==> src/rtl/am_rx_pkg.sv <==
// Shared definitions for the AM key receiver: FSM states, slot layout and width helpers.
package am_rx_pkg;

    typedef enum logic [1:0] {
        HUNT = 2'd0,
        RX   = 2'd1,
        DONE = 2'd2
    } rx_state_t;

    localparam int SYNC_SLOT     = 0;
    localparam int DATA_SLOT     = 2;
    localparam int SLOTS_PER_BIT = 8;

    function automatic int count_width(input int win_log2);
        return win_log2 + 1;
    endfunction

    function automatic int vote_width(input int windows_per_slot);
        return $clog2(windows_per_slot + 1);
    endfunction

    function automatic int idx_width(input int slot_log2, input int win_log2);
        return $clog2(SLOTS_PER_BIT) + slot_log2 - win_log2;
    endfunction

endpackage

==> src/rtl/am_carrier_detect.sv <==
// Synchronizes rf_in and counts high samples per 2^WIN_LOG2-clock window;
// mark and win_end are registered and valid together for one clock per window.
module am_carrier_detect
    import am_rx_pkg::*;
#(
    parameter int WIN_LOG2 = 16,
    parameter int MARK_MIN = 4096
) (
    input  logic clk,
    input  logic rst,
    input  logic rf_in,
    output logic mark,
    output logic win_end
);

    localparam int CW = count_width(WIN_LOG2);
    localparam logic [CW-1:0] THRESH = CW'(MARK_MIN);

    logic                sync1_reg;
    logic                sync2_reg;
    logic [WIN_LOG2-1:0] pos_reg;
    logic [CW-1:0]       count_reg;
    logic [CW-1:0]       count_next;
    logic                mark_reg;
    logic                win_end_reg;
    logic                last_clk;

    assign last_clk   = &pos_reg;
    // The sample arriving on the last clock still belongs to the closing window.
    assign count_next = count_reg + CW'(sync2_reg);

    always_ff @(posedge clk or posedge rst) begin
        if (rst) begin
            sync1_reg   <= 1'b0;
            sync2_reg   <= 1'b0;
            pos_reg     <= '0;
            count_reg   <= '0;
            mark_reg    <= 1'b0;
            win_end_reg <= 1'b0;
        end else begin
            sync1_reg   <= rf_in;
            sync2_reg   <= sync1_reg;
            pos_reg     <= pos_reg + 1'b1;
            win_end_reg <= last_clk;
            if (last_clk) begin
                mark_reg  <= (count_next >= THRESH);
                count_reg <= '0;
            end else begin
                count_reg <= count_next;
            end
        end
    end

    assign mark    = mark_reg;
    assign win_end = win_end_reg;

endmodule

==> src/rtl/am_key_receiver.sv <==
// AM key-leak receiver: locks to per-bit sync beeps and votes each data bit from slot 2.
// Optional AM_RX_DEGLITCH_EN: feed the FSM a two-window-agreement filtered mark.
module am_key_receiver
    import am_rx_pkg::*;
#(
    parameter int KEY_W     = 56,
    parameter int WIN_LOG2  = 16,
    parameter int SLOT_LOG2 = 23,
    parameter int MARK_MIN  = 4096
) (
    input  logic                       clk,
    input  logic                       rst,
    input  logic                       rf_in,
    output logic                       locked,
    output logic [$clog2(KEY_W+1)-1:0] bit_cnt,
    output logic [KEY_W-1:0]           key_out,
    output logic                       key_valid
);

    localparam int W  = 1 << (SLOT_LOG2 - WIN_LOG2);
    localparam int IW = idx_width(SLOT_LOG2, WIN_LOG2);
    localparam int VW = vote_width(W);
    localparam int BW = $clog2(KEY_W + 1);

    localparam logic [IW-1:0] SYNC_BEGIN = IW'(SYNC_SLOT * W);
    localparam logic [IW-1:0] SYNC_END   = IW'(SYNC_SLOT * W + W - 1);
    localparam logic [IW-1:0] DATA_BEGIN = IW'(DATA_SLOT * W);
    localparam logic [IW-1:0] DATA_END   = IW'(DATA_SLOT * W + W - 1);
    localparam logic [IW-1:0] IDX_LAST   = IW'(SLOTS_PER_BIT * W - 1);
    localparam logic [VW-1:0] VOTE_HALF  = VW'(W / 2);
    localparam logic [VW-1:0] VOTE_MAX   = VW'(W);
    localparam logic [BW-1:0] LAST_BIT   = BW'(KEY_W - 1);

    logic mark_raw;
    logic win_end;
    logic mark;

    am_carrier_detect #(
        .WIN_LOG2 (WIN_LOG2),
        .MARK_MIN (MARK_MIN)
    ) u_detect (
        .clk     (clk),
        .rst     (rst),
        .rf_in   (rf_in),
        .mark    (mark_raw),
        .win_end (win_end)
    );

`ifdef AM_RX_DEGLITCH_EN
    logic raw_prev_reg;
    logic filt_reg;

    // Level filter: the output only follows the raw mark once two windows agree.
    assign mark = (mark_raw == raw_prev_reg) ? mark_raw : filt_reg;

    always_ff @(posedge clk or posedge rst) begin
        if (rst) begin
            raw_prev_reg <= 1'b0;
            filt_reg     <= 1'b0;
        end else if (win_end) begin
            raw_prev_reg <= mark_raw;
            filt_reg     <= mark;
        end
    end
`else
    assign mark = mark_raw;
`endif

    rx_state_t        state_reg;
    rx_state_t        state_next;
    logic [IW-1:0]    win_idx_reg;
    logic [VW-1:0]    sync_cnt_reg;
    logic [VW-1:0]    data_cnt_reg;
    logic [BW-1:0]    bit_cnt_reg;
    logic [KEY_W-2:0] partial_reg;
    logic [KEY_W-1:0] key_reg;
    logic             locked_reg;
    logic             key_valid_reg;
    logic             prev_mark_reg;

    logic [VW-1:0] sync_total;
    logic [VW-1:0] data_total;
    logic          in_sync;
    logic          in_data;
    logic          new_bit;
    logic          do_lock;
    logic          sync_fail;
    logic          take_bit;
    logic          frame_done;

    // Each slot's vote restarts on its first window, so no explicit clear is needed.
    assign sync_total = (win_idx_reg == SYNC_BEGIN) ? VW'(mark) :
                        (sync_cnt_reg == VOTE_MAX)  ? VOTE_MAX  : sync_cnt_reg + VW'(mark);
    assign data_total = (win_idx_reg == DATA_BEGIN) ? VW'(mark) :
                        (data_cnt_reg == VOTE_MAX)  ? VOTE_MAX  : data_cnt_reg + VW'(mark);
    assign in_sync    = (win_idx_reg <= SYNC_END);
    assign in_data    = (win_idx_reg >= DATA_BEGIN) && (win_idx_reg <= DATA_END);
    assign new_bit    = (data_total > VOTE_HALF);

    always_comb begin
        state_next = state_reg;
        do_lock    = 1'b0;
        sync_fail  = 1'b0;
        take_bit   = 1'b0;
        frame_done = 1'b0;
        if (win_end) begin
            case (state_reg)
                HUNT: begin
                    if (mark && !prev_mark_reg) begin
                        do_lock    = 1'b1;
                        state_next = RX;
                    end
                end
                RX, DONE: begin
                    if (win_idx_reg == SYNC_END && sync_total <= VOTE_HALF) begin
                        sync_fail  = 1'b1;
                        state_next = HUNT;
                    end else if (state_reg == RX && win_idx_reg == DATA_END) begin
                        take_bit = 1'b1;
                        if (bit_cnt_reg == LAST_BIT) begin
                            frame_done = 1'b1;
                            state_next = DONE;
                        end
                    end
                end
                default: state_next = HUNT;
            endcase
        end
    end

    always_ff @(posedge clk or posedge rst) begin
        if (rst) begin
            state_reg <= HUNT;
        end else begin
            state_reg <= state_next;
        end
    end

    always_ff @(posedge clk or posedge rst) begin
        if (rst) begin
            win_idx_reg   <= '0;
            sync_cnt_reg  <= '0;
            data_cnt_reg  <= '0;
            bit_cnt_reg   <= '0;
            partial_reg   <= '0;
            key_reg       <= '0;
            locked_reg    <= 1'b0;
            key_valid_reg <= 1'b0;
            prev_mark_reg <= 1'b0;
        end else begin
            key_valid_reg <= 1'b0;
            if (win_end) begin
                prev_mark_reg <= mark;
                if (do_lock) begin
                    win_idx_reg  <= IW'(1);
                    sync_cnt_reg <= VW'(1);
                    data_cnt_reg <= '0;
                    bit_cnt_reg  <= '0;
                    partial_reg  <= '0;
                    locked_reg   <= 1'b1;
                end else if (sync_fail) begin
                    win_idx_reg  <= '0;
                    sync_cnt_reg <= '0;
                    data_cnt_reg <= '0;
                    bit_cnt_reg  <= '0;
                    partial_reg  <= '0;
                    locked_reg   <= 1'b0;
                end else if (state_reg != HUNT) begin
                    win_idx_reg <= (win_idx_reg == IDX_LAST) ? '0 : win_idx_reg + 1'b1;
                    if (in_sync) begin
                        sync_cnt_reg <= sync_total;
                    end
                    if (in_data) begin
                        data_cnt_reg <= data_total;
                    end
                    // Bits enter at the MSB, so the first bit on air ends up at key bit 0.
                    if (take_bit) begin
                        partial_reg <= {new_bit, partial_reg[KEY_W-2:1]};
                        bit_cnt_reg <= bit_cnt_reg + 1'b1;
                    end
                    if (frame_done) begin
                        key_reg       <= {new_bit, partial_reg};
                        key_valid_reg <= 1'b1;
                    end
                end
            end
        end
    end

    assign locked    = locked_reg;
    assign bit_cnt   = bit_cnt_reg;
    assign key_out   = key_reg;
    assign key_valid = key_valid_reg;

endmodule

==> config.mk <==
export PLATFORM = sky130hd
export DESIGN_NAME = am_key_receiver
export DESIGN_NICKNAME = d
export VERILOG_FILES = /design/src/rtl/am_rx_pkg.sv /design/src/rtl/am_carrier_detect.sv /design/src/rtl/am_key_receiver.sv
export SDC_FILE = /design/constraint.sdc
export NUM_CORES = 1
export LEC_CHECK = 0
export ABC_AREA = 0
export ABC_CLOCK_PERIOD_IN_PS = 7800
export CAP_MARGIN = 40
export CORE_UTILIZATION = 25
export CTS_CLUSTER_SIZE = 14
export DETAILED_ROUTE_END_ITERATION = 12
export DONT_BUFFER_PORTS = 1
export GPL_ROUTABILITY_DRIVEN = 0
export GPL_TIMING_DRIVEN = 1
export PLACE_DENSITY = 0.4
export SYNTH_ARGS = -nofsm -noshare
export SYNTH_HDL_FRONTEND = slang
export SYNTH_SLANG_ARGS = --single-unit
==> constraint.sdc <==
create_clock -name clk -period 7.8 [get_ports clk]
set_clock_uncertainty 0.15 [all_clocks]
set_input_delay 1.56 -clock clk [delete_from_list [all_inputs] [get_ports clk]]
set_output_delay 1.56 -clock clk [all_outputs]
set_load 0.1 [all_outputs]
==> impl_results.md, run 1 <==
- Outcome: finished, final reports clean
- PwrDens: 184.6 nW/µm²
- Max rail drop VDD: 0.1486 mV
- Input/output buffers: 0
- Met3 Resource Use GR: 0.03368
- M1 GR Usage: 0.1587
- Clock Tree Root: clkbuf_16
- Std-Cell Rows: 66
- Min-Delay Endpoint: u_detect.sync2_reg$_DFF_PP0_
- CP bufs+invs: 0
- Routed via count: 5670
- Crit Path Category: reg -> reg
- Post-CTS Setup Repair Bufs: 0
- Final core occ: 0.3198
- Iter 0 DRT Violations: 405
- Antenna fix cells: 0
- CP Capture Type: register
- Post-Syn Nets: 798
- Synthesized area: 8280 µm²
- Num CTS Buffers: 17
- Sequential power share: 0.516
- Count of warnings emitted by yosys: 0
- Combinational group share of total power: 0.026
- Crit path required time: 7.93 ns
- Initial antenna violation count: 1
- Post-Route WL: 18.66 mm
- Pins Over Slew Limit: 0
- Total GRT Usage: 0.1179
- TritonRoute pass-1 iters: 5
- Register area share after synthesis: 0.5591
- Crit path max-delay family: simple AND/OR/NAND/NOR gates
- Max Buffers Root-to-Sink: 2
- Fillcell total: 3311
- GR Overflow Total: 0
- DIE HEIGHT: 184.0 µm
- Routed len/inst: 14.76 µm
- Hold Path Origin: u_detect.sync1_reg$_DFF_PP0_
- Max reg flops: 56
- TritonCTS clock tree: done
- CP max stage delay: 0.89 ns
- Detailed placement HPWL: 11.70 mm
- Hold_buf cts: 0
- Final period utilization: 0.4982
- Final Instance Area: 10410 µm²
- Post-Place Worst Slack: 3.832 ns
- Internal: 0.001480 W
- Area after DPL: 9764 µm²
- Vias in the first global route: 5810
- Worst hold path type: reg -> reg
- Share of layout cells above drive strength 1: 0.1983
- Cell taking the most area after synthesis: dfrtp_1
- R2R Path End: partial_reg[37]$_DFFE_PP0P_
- Synth Instances: 783
- Hold Fails Final Rpt: 0
- Top post-synthesis cells by area: dfrtp_1, mux2_2, nand2_1, o21ai_0, nand3_1
- Synth top area share: 0.5591
- RSZ-0062 raised after global routing: false
- Top-Level Pins: 67
- Gr busiest metal: met2
- Met2 Resource Use GR: 0.1833
- Clk sinks: 185
- Critical Path, Cell by Cell: ha_1 -> ha_1 -> nand3_1 -> o32ai_1 -> a21boi_4 -> or4_1 -> nand2_4 -> o21ai_0
- Reg clk slew, reported paths: 0.07 ns
- Syn-to-layout area delta: 25.67%
- Setup TNS: 0 ns
- Final period demand of the worst path: 3.886 ns
- CP max-delay cell: or4_1
- Least-Margin Pin Slew: 0.8948 ns
- Crit path DAT: 4.01 ns
- Initial core utilization: 0.2545
- Reg2Reg Launch Point: u_detect.mark$_DFFE_PP0P_
- H-Tree Depth: 4
- FMAX: 257.3 MHz
- Post-synth top cells: dfrtp_1, nand2_1, o21ai_0
- Syn Area/Cell: 10.58 µm²
- Startpoint Class: register
- Clock power share: 0.457
- Final setup margin: 3.914 ns
- Detail Route Antenna Nets: 0
- Clock Latency Late Sink: 0.43 ns
- R2R setup slack: 3.91 ns
- Min-Delay Path Depth: 0
- Die area: 33850 µm²
- Ys flop type: dfrtp_1
- Final nets: 824
- Worst Setup SP: u_detect.mark$_DFFE_PP0P_
- First-pass GRT wire length: 31.56 mm
- Asr flop ratio synth: 1.000
- Reg2Reg Depth: 8
- Largest net degree at the start of global routing: 112
- Sw Ratio: 0.2294
- Residual DRC: 0
- Leak Pwr: 4.612 nW
- Die width: 184.0 µm
- Slew headroom: 0.4035
- Top cell by count, worst path: ha_1
- Via density: 4.486
- Cell variety after synth: 59
- Core Footprint: 32540 µm²
- Max-Cap Viols: 0
- Post-synthesis sequential element count: 185
- Top-count cell post-synth: dfrtp_1
- Finish-stage setup viols: 0
- # resized after CTS: 0
- Number of synthesized flops with an enable pin: 0
- CP Max Fanout: 58
- Sw Pwr: 0.0004406 W
-- cell families after synthesis --
| logic type | Yosys count | synth area share |
|---|---|---|
| compound gates | 124 | 0.09369 |
| xor+xnor | 38 | 0.04019 |
| fa+ha+maj | 12 | 0.01813 |
| buf+inv | 52 | 0.02886 |
| flops | 185 | 0.5591 |
| mux | 61 | 0.08371 |
| simple gates | 311 | 0.1763 |
-- power by group through the flow --
stage	clock (W)	combinational [W]	sequential (W)
final	0.000878	0.0000508	0.000992
after global routing	0.000955	0.0000628	0.000994
after CTS	0.000912	0.0000540	0.000991
after floorplan	0	0.0000414	0.00101
after detailed placement	0	0.0000543	0.00101
after global placement	0	0.0000525	0.00101
-- layer usage --
metal  wire (µm)  share of wire
met3         754          0.040
met2        8686           0.47
met1        9041           0.48
met4         161         0.0086
met5          12        0.00064
-- worst register-to-register path: stages, from the launching register on --
cell and delay, ns:
dfrtp_1 0.54, ha_1 0.27, ha_1 0.24, nand3_1 0.17
o32ai_1 0.45, a21boi_4 0.12, or4_1 0.89, nand2_4 0.69
o21ai_0 0.22
-- layout make-up --
class / count / area [µm²] / share of cell area
flip-flops and latches: 185 / 4629 / 0.4449
multi-input cells: 546 / 3427 / 0.3293
repair buffers: 48 / 1161 / 0.1116
well taps: 442 / 553.0 / 0.05314
clock buffers: 19 / 442.9 / 0.04256
clock inverters: 13 / 143.9 / 0.01383
inverters: 11 / 48.80 / 0.004689
-- placed cells by master, fill, tap and decap left out, types with 13 or more instances in the layout --
cell type	n
clkbuf_16	17
xor2_1	17
dfrtp_1	185
and3_1	16
mux2_2	58
nand3_1	40
nand2_1	147
nor2_1	48
xnor2_1	21
o21ai_0	62
a21oi_1	13
buf_16	39
-- metrics by stage --
step	hold slack, ns	total power, W	cells
3_3_place_gp	0.1842	0.001062	1190
4_1_cts	0.2035	0.001957	1262
2_1_floorplan	0.1812	0.001048	783
5_1_grt	0.2157	0.002012	1264
6_report	0.2003	0.001920	1264
3_5_place_dp	0.1871	0.001064	1230
-- worst max-delay path by stage --
stage | slack (ns) | depth (start not counted) | endpoint
2_1_floorplan | 1.06 | 1 | bit_cnt[0]$_DFFE_PP0P_
3_3_place_gp | 3.94 | 8 | partial_reg[42]$_DFFE_PP0P_
3_5_place_dp | 3.83 | 8 | partial_reg[24]$_DFFE_PP0P_
4_1_cts | 3.83 | 9 | partial_reg[44]$_DFFE_PP0P_
5_1_grt | 3.56 | 8 | partial_reg[45]$_DFFE_PP0P_
6_report | 3.91 | 8 | partial_reg[37]$_DFFE_PP0P_
Note: power is estimated with default switching activity, not from simulation.
==> inputs of run 2 (changes only) <==
Settings changed: ABC_AREA 0 to 1, ABC_CLOCK_PERIOD_IN_PS 7800 to 3750.
Clock period 7.8 ns to 3.75 ns, I/O delays scaled along.
==> impl_results.md, run 2 <==
- Hold_buf cts: 0
- First-pass GRT wire length: 33.75 mm
- Met1 Wirelength: 9.736 mm
- Final period demand of the worst path: 3.293 ns
- Synth top area share: 0.5358
- R2R Path End: partial_reg[44]$_DFFE_PP0P_
- Reg2Reg Launch Point: u_detect.mark$_DFFE_PP0P_
- Top post-synthesis cells by area: dfrtp_1, nand2_1, nand3_1, inv_1, o21ai_2
- CP Capture Type: register
- Setup TNS: 0 ns
- Total GRT Usage: 0.1184
- Top-Level Pins: 67
- Residual DRC: 0
- CP Max Fanout: 87
- Crit path required time: 3.96 ns
- Largest net degree at the start of global routing: 88
- Post-Place Worst Slack: 0.4363 ns
- Post-CTS Setup Repair Bufs: 0
- Syn Area/Cell: 8.890 µm²
- Synth Instances: 972
- Pins Over Slew Limit: 0
- TritonCTS clock tree: done
- Sequential power share: 0.500
- Worst hold path type: in -> async
- Crit Path Category: reg -> reg
- Hold Fails Final Rpt: 0
- Most common cell after layout, fill and taps aside: nand2_1
- Ys flop type: dfrtp_1
- CP max-delay cell: buf_4
- WP depth: 17
- Area after DPL: 10210 µm²
- R2R setup slack: 0.46 ns
- Met3 wire len: 577 µm
- Max Buffers Root-to-Sink: 2
- Top-count cell post-synth: nand2_1
- Final nets: 1027
- Sw Pwr: 0.0009463 W
- Reg clk slew, reported paths: 0.07 ns
- Cell taking the most area after synthesis: dfrtp_1
- Asr flop ratio synth: 1.000
- Max rail drop VDD: 0.2780 mV
- # resized after CTS: 0
- Clock Tree Root: clkbuf_16
- Number of synthesized flops with an enable pin: 0
- Vias in the first global route: 6381
- Register area share after synthesis: 0.5358
- Post-synthesis sequential element count: 185
- Clock Latency Late Sink: 0.44 ns
- Max-Cap Viols: 0
- Std-Cell Rows: 67
- Iter 0 DRT Violations: 502
- Combinational group share of total power: 0.032
- Share of layout cells above drive strength 1: 0.1610
- H-Tree Depth: 4
- Post-Route WL: 19.33 mm
- Final period utilization: 0.8782
- Max Used Layer: met4
- Count of warnings emitted by yosys: 0
- Outcome: finished, final reports clean
- Leak Pwr: 4.847 nW
- Top cell by count, worst path: nand2_1
- Least-Margin Pin Slew: 0.9000 ns
- Synthesized area: 8641 µm²
- Post-Syn Nets: 987
- Critical Path Sink: partial_reg[44]$_DFFE_PP0P_
- Detailed placement HPWL: 12.93 mm
- RSZ-0062 raised after global routing: false
- Detail Route Antenna Nets: 0
- Num CTS Buffers: 17
- Sw Ratio: 0.2295
- Die width: 187.9 µm
- Input/output buffers: 0
- Cell variety after synth: 37
- Post-synth top cells: nand2_1, dfrtp_1, inv_1
- Core Footprint: 33780 µm²
- FMAX: 303.6 MHz
- CP max stage delay: 0.59 ns
- DIE HEIGHT: 187.9 µm
- PwrDens: 378.6 nW/µm²
- Slew headroom: 0.4000
- Crit path DAT: 3.50 ns
- Final Instance Area: 10890 µm²
- Routed len/inst: 13.12 µm
- CP bufs+invs: 3
- Syn-to-layout area delta: 26.02%
- Internal: 0.003176 W
- Crit path max-delay family: buffers and inverters
- Clk sinks: 185
- Via density: 4.341
- Final setup margin: 0.4566 ns
- Initial core utilization: 0.2558
- Reg2Reg Depth: 17
- Finish-stage setup viols: 0
- Max reg flops: 56
- Startpoint Class: register
- Die area: 35310 µm²
- WL met2: 8.694 mm
- Routed via count: 6395
- Antenna fix cells: 0
- Most frequent cells in the layout: nand2_1, dfrtp_1, inv_1, nand3_1, nor2_1
- Initial antenna violation count: 0
- Worst Setup SP: u_detect.mark$_DFFE_PP0P_
- TritonRoute pass-1 iters: 8
- Clock power share: 0.468
- GR Overflow Total: 0
- Critical Path, Cell by Cell: ha_1 -> ha_1 -> nand3_1 -> nand2_1 -> nand2_1 -> inv_1 -> nand2_1 -> nand2_1 -> nor2_1 -> nand2_1 -> nand2_1 -> nand2_1 -> nand3_4 -> buf_4 -> buf_4 -> nand3_1 -> o21ai_0
run 2: cell count changes after synthesis, sizes merged, moves of 8 or more:
cell     before  now
nor3         10   19
nor2         50   85
or3          12    1
buf          16   29
mux2         60    0
nand3        40  110
clkbuf       25   10
xnor2        21    8
and3         16    1
nand2       148  198
o2111ai       0    8
o21ai        78  135
inv          11  117
run 2: worst register-to-register path, cell delays in order (launching register included):
cell,delay (ns)
dfrtp_1,0.46
ha_1,0.29
ha_1,0.24
nand3_1,0.11
nand2_1,0.06
nand2_1,0.06
inv_1,0.03
nand2_1,0.07
nand2_1,0.06
nor2_1,0.09
nand2_1,0.05
nand2_1,0.11
nand2_1,0.13
nand3_4,0.08
buf_4,0.59
buf_4,0.44
nand3_1,0.12
o21ai_0,0.09
run 2: layout make-up:
type / instances / area (µm²)
timing repair buffer: 60 / 1301
multi-input combinational: 630 / 3328
inverter: 118 / 449.2
tap: 448 / 560.5
sequential: 185 / 4629
clock buffer: 21 / 460.4
fill: 3508 / 22890
clock inverter: 11 / 160.2
run 2: worst min path at each step:
stage | endpoint | slack (ns)
after floorplan | u_detect.sync2_reg$_DFF_PP0_ | 0.18
final | key_out[45]$_DFFE_PP0P_ | 0.13
after global routing | key_out[45]$_DFFE_PP0P_ | 0.17
after detailed placement | u_detect.sync2_reg$_DFF_PP0_ | 0.19
after global placement | u_detect.sync2_reg$_DFF_PP0_ | 0.18
after CTS | key_out[45]$_DFFE_PP0P_ | 0.14
run 2: stage by stage:
| step | cells | utilization | total power, W | hold slack (ns) |
|---|---|---|---|---|
| finish | 1473 | 0.3223 | 0.004122 | 0.1301 |
| global placement | 1401 | 0.2714 | 0.002237 | 0.1843 |
| floorplan | 972 | - | 0.002197 | 0.1812 |
| detailed placement | 1439 | 0.3023 | 0.002239 | 0.1856 |
| global route | 1473 | 0.3223 | 0.004308 | 0.1685 |
| CTS | 1471 | 0.3207 | 0.004212 | 0.1449 |
run 2: metal layers:
layer  vias up  GRT usage
met5         -          0
met4         0    0.04128
met2        94     0.1805
li1       3248          -
met1      3030     0.1644
met3        23    0.02583
run 2: logic make-up (layout without fill, tap and decap cells):
family / count (synthesis) / after routing / synth area share
and+or+nand+nor: 438 / 438 / 0.2263
DFF: 185 / 185 / 0.5358
buffers and inverters: 157 / 210 / 0.08065
AOI/OAI and AO/OA: 156 / 156 / 0.1156
xor gates and xnor gates: 24 / 24 / 0.02433
adders and majority gates: 12 / 12 / 0.01738
run 2: power groups by stage:
stage                     sequential, W  clock (W)  combinational, W
after global placement          0.00210          0          0.000136
after CTS                       0.00206    0.00201          0.000138
after detailed placement        0.00210          0          0.000138
after global routing            0.00207    0.00208          0.000160
final                           0.00206    0.00193          0.000131
after floorplan                 0.00209          0          0.000102
